==> src/rtl/bullet_pool.sv <==
// Pool of N_BULLETS projectiles that are fired from the ship column and climb toward row 0.
// Optional refire lockout is enabled by defining BULLET_POOL_COOLDOWN_EN.
module bullet_pool #(
  parameter int N_BULLETS = 4,
  parameter int X_W       = 5,
  parameter int Y_W       = 4,
  parameter int Y_START   = 13,
  parameter int Y_IDLE    = 14,
  parameter int COOLDOWN  = 3
) (
  input  logic                     clk,
  input  logic                     reset,
  input  logic                     enable,
  input  logic                     shoot,
  input  logic [X_W-1:0]           posH,
  input  logic [N_BULLETS-1:0]     hit,
  output logic [N_BULLETS-1:0]     flying,
  output logic [N_BULLETS*X_W-1:0] bulletX,
  output logic [N_BULLETS*Y_W-1:0] bulletY,
  output logic                     fired,
  output logic                     full
);

  logic [N_BULLETS-1:0]     flying_q, flying_d;
  logic [N_BULLETS*X_W-1:0] x_q, x_d;
  logic [N_BULLETS*Y_W-1:0] y_q, y_d;
  logic                     fired_q, fired_d;
  logic [N_BULLETS-1:0]     free_slots;
  logic [N_BULLETS-1:0]     alloc_sel;
  logic                     accept;

  assign full       = &flying_q;
  assign free_slots = ~flying_q;
  // Isolate the lowest set bit: the lowest-index slot that was idle at the start of the tick.
  assign alloc_sel  = free_slots & (~free_slots + N_BULLETS'(1));

`ifdef BULLET_POOL_COOLDOWN_EN
  logic [3:0] cool_q, cool_d;

  assign accept = enable & shoot & ~full & (cool_q == 4'd0);

  always_comb begin
    cool_d = cool_q;
    if (accept) begin
      cool_d = 4'(COOLDOWN);
    end else if (enable && (cool_q != 4'd0)) begin
      cool_d = cool_q - 4'd1;
    end
  end

  always_ff @(posedge clk) begin
    if (reset) begin
      cool_q <= 4'd0;
    end else begin
      cool_q <= cool_d;
    end
  end
`else
  assign accept = enable & shoot & ~full;
`endif

  always_comb begin
    flying_d = flying_q;
    x_d      = x_q;
    y_d      = y_q;
    fired_d  = accept;
    if (enable) begin
      for (int i = 0; i < N_BULLETS; i++) begin
        if (flying_q[i]) begin
          if (hit[i]) begin
            flying_d[i]           = 1'b0;
            y_d[i*Y_W +: Y_W]     = Y_W'(Y_IDLE);
          end else if (y_q[i*Y_W +: Y_W] == '0) begin
            flying_d[i]           = 1'b0;
            y_d[i*Y_W +: Y_W]     = Y_W'(Y_IDLE);
          end else begin
            y_d[i*Y_W +: Y_W]     = y_q[i*Y_W +: Y_W] - Y_W'(1);
          end
        end else if (accept && alloc_sel[i]) begin
          // A freshly fired slot sits at Y_START for its firing tick and starts moving on the next.
          flying_d[i]           = 1'b1;
          x_d[i*X_W +: X_W]     = posH;
          y_d[i*Y_W +: Y_W]     = Y_W'(Y_START);
        end
      end
    end
  end

  always_ff @(posedge clk) begin
    if (reset) begin
      flying_q <= '0;
      x_q      <= '0;
      y_q      <= {N_BULLETS{Y_W'(Y_IDLE)}};
      fired_q  <= 1'b0;
    end else begin
      flying_q <= flying_d;
      x_q      <= x_d;
      y_q      <= y_d;
      fired_q  <= fired_d;
    end
  end

  assign flying  = flying_q;
  assign bulletX = x_q;
  assign bulletY = y_q;
  assign fired   = fired_q;

endmodule

==> config.mk <==
export PLATFORM = sky130hd
export DESIGN_NAME = bullet_pool
export DESIGN_NICKNAME = d
export VERILOG_FILES = /design/src/rtl/bullet_pool.sv
export SDC_FILE = /design/constraint.sdc
export NUM_CORES = 1
export LEC_CHECK = 0
export CAP_MARGIN = 20
export CORE_ASPECT_RATIO = 1.25
export CORE_MARGIN = 3
export CORE_UTILIZATION = 49
export CTS_BUF_LIST = sky130_fd_sc_hd__clkbuf_4 sky130_fd_sc_hd__clkbuf_8
export DETAILED_ROUTE_END_ITERATION = 12
export PLACE_DENSITY_LB_ADDON = 0.08
export SYNTH_ARGS = -nofsm -noshare
export SYNTH_HDL_FRONTEND = slang
export SYNTH_SLANG_ARGS = --single-unit
==> constraint.sdc <==
create_clock -name clk -period 2.1 [get_ports clk]
set_clock_uncertainty 0.1 [all_clocks]
set_input_delay 0.42 -clock clk [delete_from_list [all_inputs] [get_ports clk]]
set_output_delay 0.42 -clock clk [all_outputs]
set_load 0.02 [all_outputs]
==> flow_metrics.py <==
metrics = {
    "clocking": {
        "hold_buffers": 0,
        "cts_inserted_buffers": 5,
        "cts_sinks": 41,
        "cts.reportedPaths.clkPinSlew_ps": 80,
        "cts-root-buf": "clkbuf_8",
        "clk-insertion-delay-late_ps": 300,
        "cts_tree": "done",
        "clockBufferDepth": 2,
        "postCtsResizedCells": 0,
        "postCtsSetupRepairBufs": 0,
        "h-tree-depth": 2,
    },
    "synthesis": {
        "synth_edf_count": 0,
        "netlist_top_cells_area": "dfxtp_1, a21oi_1, mux2i_1, o21ai_0, nor2_1",
        "yosysWarnings": 0,
        "ys_ff_latch": 41,
        "synth.distinct_cells": 45,
        "syn_avg_cell_area_um2": 8.91,
        "netlist_area_um2": 1960,
        "async_flop_share_pct": 0,
        "synth_top_area_share_pct": 41.9,
        "ys.flop_type": "dfxtp_1",
        "synth_area_leader_cell": "dfxtp_1",
        "ys_seq_area_share_pct": 41.9,
        "synth_nets": 237,
        "syn_inst": 220,
    },
    "timing": {
        "finalCritPeriodShare_pct": 94.6,
        "tightestPinTransition_ps": 332,
        "setup_violations": 0,
        "slew_viol_final": 0,
        "slew_headroom_pct": 77.8,
        "rsz0062_at_grt": "no",
        "hold_violations": 0,
        "period_needed_ps": 1990,
        "max_freq_mhz": 503,
        "fin_tns_setup_ps": 0,
    },
    "detailed_routing": {
        "drtAntennaViolNets": 0,
        "drc_errors": 0,
        "post_drt_wl_per_cell_um": 13.5,
        "vias": 1815,
        "viasPerCell": 5.39,
        "drtIter0Drc": 95,
        "drtPass1Iterations": 4,
        "drt-total-wl_mm": 4.56,
    },
    "worst_setup_path": {
        "r2r-start": "bulletY[12]",
        "ff2ff_path_depth": 5,
        "required_ps": 1580,
        "rrSetupSlack_ps": 390,
        "worstPathMaxFanout": 2,
        "critical_path_class": "reg2out",
        "cp-start-kind": "flip-flop",
        "worst_setup_path_end_kind": "output port",
        "cp.arrival_ps": 1470,
        "r2r_end": "bulletY[14]",
    },
    "finish": {
        "multi_input_area_um2": 1000,
        "syn_to_final_growth_pct": 37.5,
        "fillers": 341,
        "final_core_util_pct": 70.6,
        "regArea_um2": 821,
        "fin_nets": 299,
        "n_antenna_cell": 0,
        "drive_gt1_share_pct": 11.7,
    },
    "global_routing": {
        "grt_pass1_vias": 1761,
        "overflow": 0,
        "grt_usage_pct": 20.2,
        "grt_antenna_before_repair": 0,
        "grt_max_degree": 34,
        "grt_pass1_wl_mm": 7.88,
    },
    "power_and_ir_drop": {
        "ir_drop_v": 0.000550,
        "swShare_pct": 25.1,
        "power.density_nw_per_um2": 557,
        "internal_power_uw": 1130,
        "p_clk_share_pct": 34.6,
        "power.leakage_uw": 0.00107,
        "p_switching_uw": 376,
        "combPwrFrac_pct": 12.0,
        "p_seq_share_pct": 53.4,
    },
    "worst_hold_path": {
        "hp-start": "bulletX[16]",
        "whs_endpoint": "bulletX[16]",
        "worstHoldPathType": "reg2reg",
        "holdPathStages": 2,
    },
    "place": {
        "port_buffers": 54,
        "hpwl_mm": 3.31,
        "gp_congestion": 0.788,
    },
    "die": {
        "ioPinCount": 55,
        "core.rowCount": 25,
        "fp.dieArea_um2": 4800,
        "die_w_um": 62.6,
        "start_util_pct": 51.3,
        "fp.dieH_um": 76.7,
        "fp.coreArea_um2": 3820,
    },
    "status": {
        "status": "complete, no violations",
    },
    "flow_run": {
        "drv_cap": 0,
    },
}
-- worst max-delay path, cell delays in order, from the launching register on --
cell and delay [ps]:
dfxtp_1 340, and4_1 220, clkdlybuf4s50_1 610
-- cell type report --
cell class,instances,share of cell area (%)
Tap cell,54,2.51
Timing Repair Buffer,69,24.7
Clock inverter,2,0.557
Multi-Input combinational cell,152,37.1
Sequential cell,41,30.5
Inverter,13,1.81
Clock buffer,6,2.83
-- registers in the layout, indices dropped and copies added, names as in the netlist --
| name | cells |
|---|---|
| bulletY | 16 |
| flying | 4 |
| fired | 1 |
| bulletX | 20 |
-- kinds of logic after synthesis --
family,share of synthesized area (%)
AND/OR/NAND/NOR,21.1
flip-flops,41.9
adder cells (fa/ha/maj),2.55
buffers and inverters,7.09
multiplexers,5.11
AO/OA/AOI/OAI,22.3
-- power groups by stage --
stage	Combinational (µW)	Sequential, µW	Clock (µW)
3_5_place_dp	180	820	0
2_1_floorplan	81.3	839	0
4_1_cts	181	802	536
6_report	180	801	520
3_3_place_gp	179	820	0
5_1_grt	196	804	573
-- metrics by stage --
step	hold slack, ps	setup WS, ps	instance area (µm²)	power [µW]	std cells
2_1_floorplan	454	311	1960	920	220
3_3_place_gp	362	64.0	2600	998	329
3_5_place_dp	369	37.6	2600	1000	329
4_1_cts	383	100	2690	1520	337
5_1_grt	406	41.0	2690	1570	337
6_report	383	113	2690	1500	337
-- cell usage after synthesis, types with 2 or more instances --
cell type  number
dfxtp_1        41
a21oi_1        20
nor2_1         18
a21o_1          3
inv_1          13
nand3_1        13
nand3b_1        2
a311o_1         4
buf_2           6
nand4b_1        2
o21ba_2         2
and2_1          2
nand2b_1        4
clkbuf_8        3
nand2_1         7
nor3_1          3
a221o_1         2
o21ai_0        15
nor2b_1         3
nor4_1          2
ha_1            4
or3_1           2
a221oi_1        2
a311oi_1        3
mux2i_1        10
nand4_1         2
o21bai_1        2
clkbuf_1        5
a31oi_1         5
or3b_2          4
and4_1          2
-- worst max-delay path by stage --
stage               cells after the start     endpoint  slack, ps         from
floorplan                               5  bulletY[14]        310  bulletY[12]
global placement                        4  bulletY[15]         60       enable
detailed placement                      4  bulletY[15]         40       enable
CTS                                     2         full        100    flying[2]
global route                            2         full         40    flying[2]
finish                                  2         full        110    flying[2]
-- layer usage --
metal	track usage [%]	vias to the layer above	wire length, µm
li1	-	928	-
met1	22.9	832	2010
met2	33.4	49	2170
met3	7.91	6	305
met4	8.61	0	64
met5	0	-	0
-- placed cells by master, fill, tap and decap left out, types with 2 or more instances in the layout --
cell type / synthesis / layout
clkdlybuf4s50_1: 0 / 54
dfxtp_1: 41 / 41
a21oi_1: 20 / 20
nor2_1: 18 / 18
o21ai_0: 15 / 15
buf_4: 0 / 14
inv_1: 13 / 13
nand3_1: 13 / 13
mux2i_1: 10 / 10
nand2_1: 7 / 7
a31oi_1: 5 / 5
clkbuf_8: 3 / 5
nand2b_1: 4 / 4
a311o_1: 4 / 4
or3b_2: 4 / 4
ha_1: 4 / 4
nor3_1: 3 / 3
a311oi_1: 3 / 3
nor2b_1: 3 / 3
a21o_1: 3 / 3
and4_1: 2 / 2
nand3b_1: 2 / 2
and2_1: 2 / 2
nand4b_1: 2 / 2
nand4_1: 2 / 2
a221oi_1: 2 / 2
o21ba_2: 2 / 2
o21bai_1: 2 / 2
nor4_1: 2 / 2
a221o_1: 2 / 2
or3_1: 2 / 2
clkinvlp_4: 0 / 2
(Power assumes the default switching activity.)
